==> config.mk <==
export PLATFORM = sky130hd
export DESIGN_NAME = ppa_sub_stream
export DESIGN_NICKNAME = d
export VERILOG_FILES = /design/src/rtl/ppa_pkg.sv /design/src/rtl/ppa_sk_cin.sv /design/src/rtl/ppa_sub_stream.sv
export SDC_FILE = /design/constraint.sdc
export NUM_CORES = 1
export LEC_CHECK = 0
export ABC_CLOCK_PERIOD_IN_PS = 2600
export BUFFER_PORTS_ARGS = -buffer_cell sky130_fd_sc_hd__buf_2
export CAP_MARGIN = 10
export CORE_MARGIN = 3
export CORE_UTILIZATION = 40
export CTS_CLUSTER_DIAMETER = 100
export DETAILED_ROUTE_END_ITERATION = 10
export GPL_TIMING_DRIVEN = 0
export PLACE_DENSITY = 0.68
export SLEW_MARGIN = 15
export SYNTH_ARGS = -nofsm -noshare
export SYNTH_HDL_FRONTEND = slang
export SYNTH_SLANG_ARGS = --single-unit
==> constraint.sdc <==
create_clock -name clk -period 2.6 [get_ports clk]
set_input_delay 0.26 -clock clk [delete_from_list [all_inputs] [get_ports clk]]
set_output_delay 0.26 -clock clk [all_outputs]
set_load 0.05 [all_outputs]
==> src/rtl/ppa_pkg.sv <==
// Shared definitions for the ppa prefix-adder family: default word geometry
// and the packet FSM state encoding used by the streaming subtractor.
package ppa_pkg;

  localparam int SUB_W         = 8;
  localparam int SUB_MAX_WORDS = 4;

  typedef enum logic {
    IDLE = 1'b0,
    BUSY = 1'b1
  } sub_state_e;

endpackage

==> src/rtl/ppa_sk_cin.sv <==
// W-bit Sklansky parallel-prefix adder with carry-in and carry-out.
// The carry-in is absorbed into the bit-0 generate term, so every prefix G is a true carry.
module ppa_sk_cin #(
  parameter int W = 8
) (
  input  logic [W-1:0] a_i,
  input  logic [W-1:0] b_i,
  input  logic         cin_i,
  output logic [W-1:0] s_o,
  output logic         cout_o
);

  localparam int LV = (W > 1) ? $clog2(W) : 1;

  // Half-adder stage: per-bit propagate and generate.
  wire [W-1:0] p0 = a_i ^ b_i;
  wire [W-1:0] g0 = a_i & b_i;

  wire [W-1:0] g_l [0:LV];
  wire [W-1:0] p_l [0:LV-1];

  assign g_l[0][0] = g0[0] | (p0[0] & cin_i);
  assign p_l[0]    = p0;

  for (genvar i = 1; i < W; i++) begin : g_init
    assign g_l[0][i] = g0[i];
  end

  // Bit i joins the group ending just below its lv-aligned block; P is not
  // carried into the final level because every group there already reaches bit 0.
  for (genvar lv = 0; lv < LV; lv++) begin : g_lvl
    for (genvar i = 0; i < W; i++) begin : g_bit
      if (((i >> lv) & 1) == 1) begin : g_cell
        localparam int J = ((i >> lv) << lv) - 1;
        assign g_l[lv+1][i] = g_l[lv][i] | (p_l[lv][i] & g_l[lv][J]);
        if (lv < LV - 1) begin : g_black
          assign p_l[lv+1][i] = p_l[lv][i] & p_l[lv][J];
        end
      end else begin : g_pass
        assign g_l[lv+1][i] = g_l[lv][i];
        if (lv < LV - 1) begin : g_ppass
          assign p_l[lv+1][i] = p_l[lv][i];
        end
      end
    end
  end

  assign s_o[0] = p0[0] ^ cin_i;
  for (genvar i = 1; i < W; i++) begin : g_sum
    assign s_o[i] = p0[i] ^ g_l[LV][i-1];
  end

  assign cout_o = g_l[LV][W-1];

endmodule

==> src/rtl/ppa_sub_stream.sv <==
// Word-serial wide-operand subtractor D = A - B, LSW first, borrow carried between
// words; reports borrow (A < B) and equality on the final word of each packet.
module ppa_sub_stream
  import ppa_pkg::*;
#(
  parameter int W         = SUB_W,
  parameter int MAX_WORDS = SUB_MAX_WORDS,
  parameter int CW        = $clog2(MAX_WORDS)
) (
  input  logic          clk,
  input  logic          rst_n,
  input  logic          in_valid,
  output logic          in_ready,
  input  logic [W-1:0]  in_a,
  input  logic [W-1:0]  in_b,
  input  logic          in_last,
  output logic          out_valid,
  input  logic          out_ready,
  output logic [W-1:0]  out_d,
  output logic [CW-1:0] out_idx,
  output logic          out_last,
  output logic          out_borrow,
  output logic          out_zero,
  output logic          err_len
);

  sub_state_e    state_q, state_d;
  logic          borrow_q, borrow_d;
  logic          zero_q, zero_d;
  logic [CW-1:0] idx_q, idx_d;
  logic          err_q, err_d;

  logic          ov_q, ov_d;
  logic [W-1:0]  od_q, od_d;
  logic [CW-1:0] oidx_q, oidx_d;
  logic          olast_q, olast_d;
  logic          oborrow_q, oborrow_d;
  logic          ozero_q, ozero_d;

  logic          xfer;
  logic          cin;
  logic [W-1:0]  diff;
  logic          cout;
  logic          at_max;
  logic          overlen;
  logic          word_last;
  logic          borrow_nx;
  logic          zero_nx;

  // One-deep output register: ready depends only on registered state and out_ready.
  assign in_ready = !ov_q | out_ready;
  assign xfer     = in_valid & in_ready;

  // A packet's first word always subtracts with no incoming borrow.
  assign cin = (state_q == IDLE) | !borrow_q;

  ppa_sk_cin #(.W(W)) u_add (
    .a_i    (in_a),
    .b_i    (~in_b),
    .cin_i  (cin),
    .s_o    (diff),
    .cout_o (cout)
  );

  assign at_max    = (idx_q == CW'(MAX_WORDS - 1));
  assign overlen   = at_max & !in_last;
  assign word_last = in_last | at_max;
  assign borrow_nx = !cout;
  assign zero_nx   = zero_q & (diff == '0);

  // NOTE: every signal assigned here gets its default first, so no path can infer a latch.
  always_comb begin
    state_d   = state_q;
    borrow_d  = borrow_q;
    zero_d    = zero_q;
    idx_d     = idx_q;
    err_d     = err_q;
    ov_d      = ov_q & !out_ready;
    od_d      = od_q;
    oidx_d    = oidx_q;
    olast_d   = olast_q;
    oborrow_d = oborrow_q;
    ozero_d   = ozero_q;

    if (xfer) begin
      ov_d      = 1'b1;
      od_d      = diff;
      oidx_d    = idx_q;
      olast_d   = word_last;
      oborrow_d = word_last & borrow_nx;
      ozero_d   = word_last & zero_nx;
      if (overlen) begin
        err_d = 1'b1;
      end
      if (word_last) begin
        state_d  = IDLE;
        borrow_d = 1'b0;
        zero_d   = 1'b1;
        idx_d    = '0;
      end else begin
        state_d  = BUSY;
        borrow_d = borrow_nx;
        zero_d   = zero_nx;
        idx_d    = idx_q + 1'b1;
      end
    end
  end

  // NOTE: sequential state uses non-blocking assignments only, so all registers
  // sample their _d values from the same pre-edge snapshot.
  always_ff @(posedge clk or negedge rst_n) begin
    if (!rst_n) begin
      state_q   <= IDLE;
      borrow_q  <= 1'b0;
      zero_q    <= 1'b1;
      idx_q     <= '0;
      err_q     <= 1'b0;
      ov_q      <= 1'b0;
      od_q      <= '0;
      oidx_q    <= '0;
      olast_q   <= 1'b0;
      oborrow_q <= 1'b0;
      ozero_q   <= 1'b0;
    end else begin
      state_q   <= state_d;
      borrow_q  <= borrow_d;
      zero_q    <= zero_d;
      idx_q     <= idx_d;
      err_q     <= err_d;
      ov_q      <= ov_d;
      od_q      <= od_d;
      oidx_q    <= oidx_d;
      olast_q   <= olast_d;
      oborrow_q <= oborrow_d;
      ozero_q   <= ozero_d;
    end
  end

  assign out_valid  = ov_q;
  assign out_d      = od_q;
  assign out_idx    = oidx_q;
  assign out_last   = olast_q;
  assign out_borrow = oborrow_q;
  assign out_zero   = ozero_q;
  assign err_len    = err_q;

endmodule

==> flow_metrics.tcl <==
set metrics [dict create \
    synth_seq_area_share_pct 44.5 \
    cts_root_buf "clkbuf_4" \
    cts_tree "yes" \
    num-nets-final 196 \
    postSynthNetCount 150 \
    cap_violations 0 \
    route.layer.met1.wl_um 963 \
    final_hold_viol_count 0 \
    proportion_of_netlist_area_held_by_the_largest_area_contributor_pct 42.1 \
    maxSlewHeadroom_pct 71.2 \
    critical_path.endpoint_type "flip-flop" \
    h-tree-depth 1 \
    worstRegToRegCells 11 \
    largest_register_ff_count 8 \
    post_synth_most_frequent_cells "nand2_1, dfrtp_1, inv_1, o21ai_0" \
    via_count_of_the_first_global_routing_pass 968 \
    drive_gt1_share_pct 33.7 \
    outcome "complete, but fails checks" \
    dr.first_iter.drc_count 18 \
    post-route-util_pct 56.0 \
    fill_cells 253 \
    detail_route.vias_per_cell 4.95 \
    multi_input_comb_area_um2 599 \
    flow.area_growth_from_synthesis_pct 27.4 \
    timing.fmax_mhz 354 \
    timing.hold.worst.class "input port to flip-flop" \
    die-area_um2 3490 \
    clock-sinks 20 \
    post-synth-top-area-cell "dfrtp_1" \
    antenna_violating_nets_post_route 0 \
    rows 18 \
    routabilityCongestion 0.675 \
    yosys_synthesis_warning_count 0 \
    violations "setup timing" \
    core-area_um2 2570 \
    path_clk_slew_ps 110 \
    grt_start_max_net_pins 21 \
    whs_path_depth 2 \
    final-seq-area_um2 502 \
    clock_skew_ps 5.49 \
    tot_gr_track_use_pct 15.2 \
    worst-setup-path-type "flip-flop to flip-flop" \
    diodes 0 \
    finalSetupTns_ps -340 \
    ir_drop_uv 429 \
    numCtsBuffers 3 \
    dieHeight_um 59.1 \
    place.detailed.hpwl_um 1930 \
    total_leakage_power_nw 0.757 \
    top_layer_used "met4" \
    routed_wl_um 2370 \
    critical_path_peak_fanout 2 \
    cts-root-to-sink-buffers 2 \
    post_synth_inst_count 118 \
    timing.final.max_slew_violations 0 \
    worstSetupStartpointType "flip-flop" \
    initial_utilization_pct 44.0 \
    yosysMostFrequentCell "nand2_1" \
    drt_wl_cell_um 12.3 \
    ys_ff_latch 20 \
    detail_route.drc_violations 0 \
    routed-wl-met3_um 142 \
    first_pass_grt_wire_length_um 4040 \
    postSynthAreaPerCell_um2 9.56 \
    dr_total_vias 956 \
    clkLatencyLatePin_ps 290 \
    timing.rr.start "state_q$_DFFE_PN0P_" \
    synthDistinctLibCells 29 \
    routed-wl-met2_um 1240 \
    number_of_enable_flip_flop_cells_after_synthesis 0 \
    final.min_clock_period_ps 2830 \
    min_period_over_period_pct 109 \
    crit_required_ps 2820 \
    crit_arrival_ps 3040 \
    finalSetupViolations 2 \
    hold_path_startpoint "in_valid" \
    initial_antenna_violation_count 0 \
    port_buffers 36 \
    first_pass_iters 4 \
    final_critical_path_setup_slack_ps -228 \
    overflow 0 \
    syn_area_um2 1130 \
    async_reset_ff_share_pct 100 \
    worstSetupStartpoint "state_q$_DFFE_PN0P_" \
    dieWidth_um 59.1 \
    synth_ff_type "dfrtp_1" \
    netlist_top_cells_area "dfrtp_1, nand2_1, ha_1" \
    power.density_cell_area_nw_per_um2 681 \
    worst_slew_pin_slew_ps 432 \
    io_pins 37 \
    grt_setup_unrepaired "yes" \
]
## layer usage
layer  global-route usage (%)  vias to the layer above
met3                     1.74                        2
met4                     7.77                        0
li1                         -                      484
met2                     27.4                       29
met5                        0                        -
met1                     17.6                      441
## cell usage in the layout, fill, tap and decap left out, types with 4 or more instances in the layout
cell type / Yosys / final
inv_1: 11 / 11
o21ai_0: 9 / 9
nand2b_1: 7 / 6
nand2_1: 30 / 30
ha_1: 7 / 7
clkbuf_1: 3 / 4
dfrtp_1: 19 / 19
buf_4: 0 / 4
buf_2: 0 / 36
## repair_timing
| action | 4_1_cts | 5_1_grt |
|---|---|---|
| endpoints found under the setup margin | 2 | 2 |
| gates cloned | 0 | 0 |
| hold endpoints to repair | 19 | 0 |
| buffers inserted | 2 | 2 |
| pin swaps | 2 | 2 |
| resized for setup | 3 | 0 |
| hold buffers | 1 | 0 |
## power by group
group | internal [W] | switching [W]
Sequential | 0.000372 | 0.0000326
Clock | 0.0000597 | 0.0000876
Combinational | 0.000131 | 0.000296
## through the flow
| stage | power [W] | instance area [um^2] | cells | setup WS (ps) | hold slack, ps |
|---|---|---|---|---|---|
| 6_report | 0.000979 | 1440 | 193 | -228 | 174 |
| 5_1_grt | 0.00104 | 1440 | 193 | -347 | 185 |
| 4_1_cts | 0.000983 | 1420 | 191 | -277 | 168 |
| 3_5_place_dp | 0.000821 | 1360 | 184 | -344 | 226 |
| 3_3_place_gp | 0.000807 | 1360 | 184 | -308 | 223 |
| 2_1_floorplan | 0.000708 | 1140 | 118 | -29.9 | -35.6 |
## final timing paths
| kind | end | slack, ps |
|---|---|---|
| setup reg to reg | out_zero$_DFFE_PN0P_ | -230 |
| hold reg to reg | out_idx[1]$_DFFE_PN0P_ | 480 |
| hold / removal | out_valid$_DFF_PN0_ | 170 |
| min in group asynchronous | out_valid$_DFF_PN0_ | 430 |
| max in group asynchronous | zero_q$_DFFE_PN1P_ | 1830 |
| setup / recovery | out_zero$_DFFE_PN0P_ | -230 |
## worst max-delay path: stages (launching register included)
cell and delay, ps:
dfrtp_1 400, and2_4 170, fa_2 330, fa_2 350
nand2b_4 150, nand2b_1 80, a21oi_2 60, fa_1 520
nand2_1 80, nor4_2 250, o211ai_1 160, o31ai_2 190
## logic make-up (layout without fill, tap and decap cells)
group / after synthesis / in the layout / synth area share, %
adder cells (fa/ha/maj): 11 / 11 / 14.9
AND/OR/NAND/NOR: 46 / 46 / 18.7
buffers and inverters: 14 / 59 / 4.66
AO/OA/AOI/OAI: 25 / 25 / 15.7
XOR/XNOR: 2 / 2 / 1.55
flip-flops: 20 / 20 / 44.5
## layout make-up
cell class | instances | area share [%]
sequential | 20 | 34.9
buffer | 3 | 0.783
tap | 30 | 2.61
inverter | 11 | 2.87
multi-input combinational | 84 | 41.7
clock buffer | 4 | 1.83
timing repair buffer | 41 | 15.3
Power figures use the tool's default switching activity.
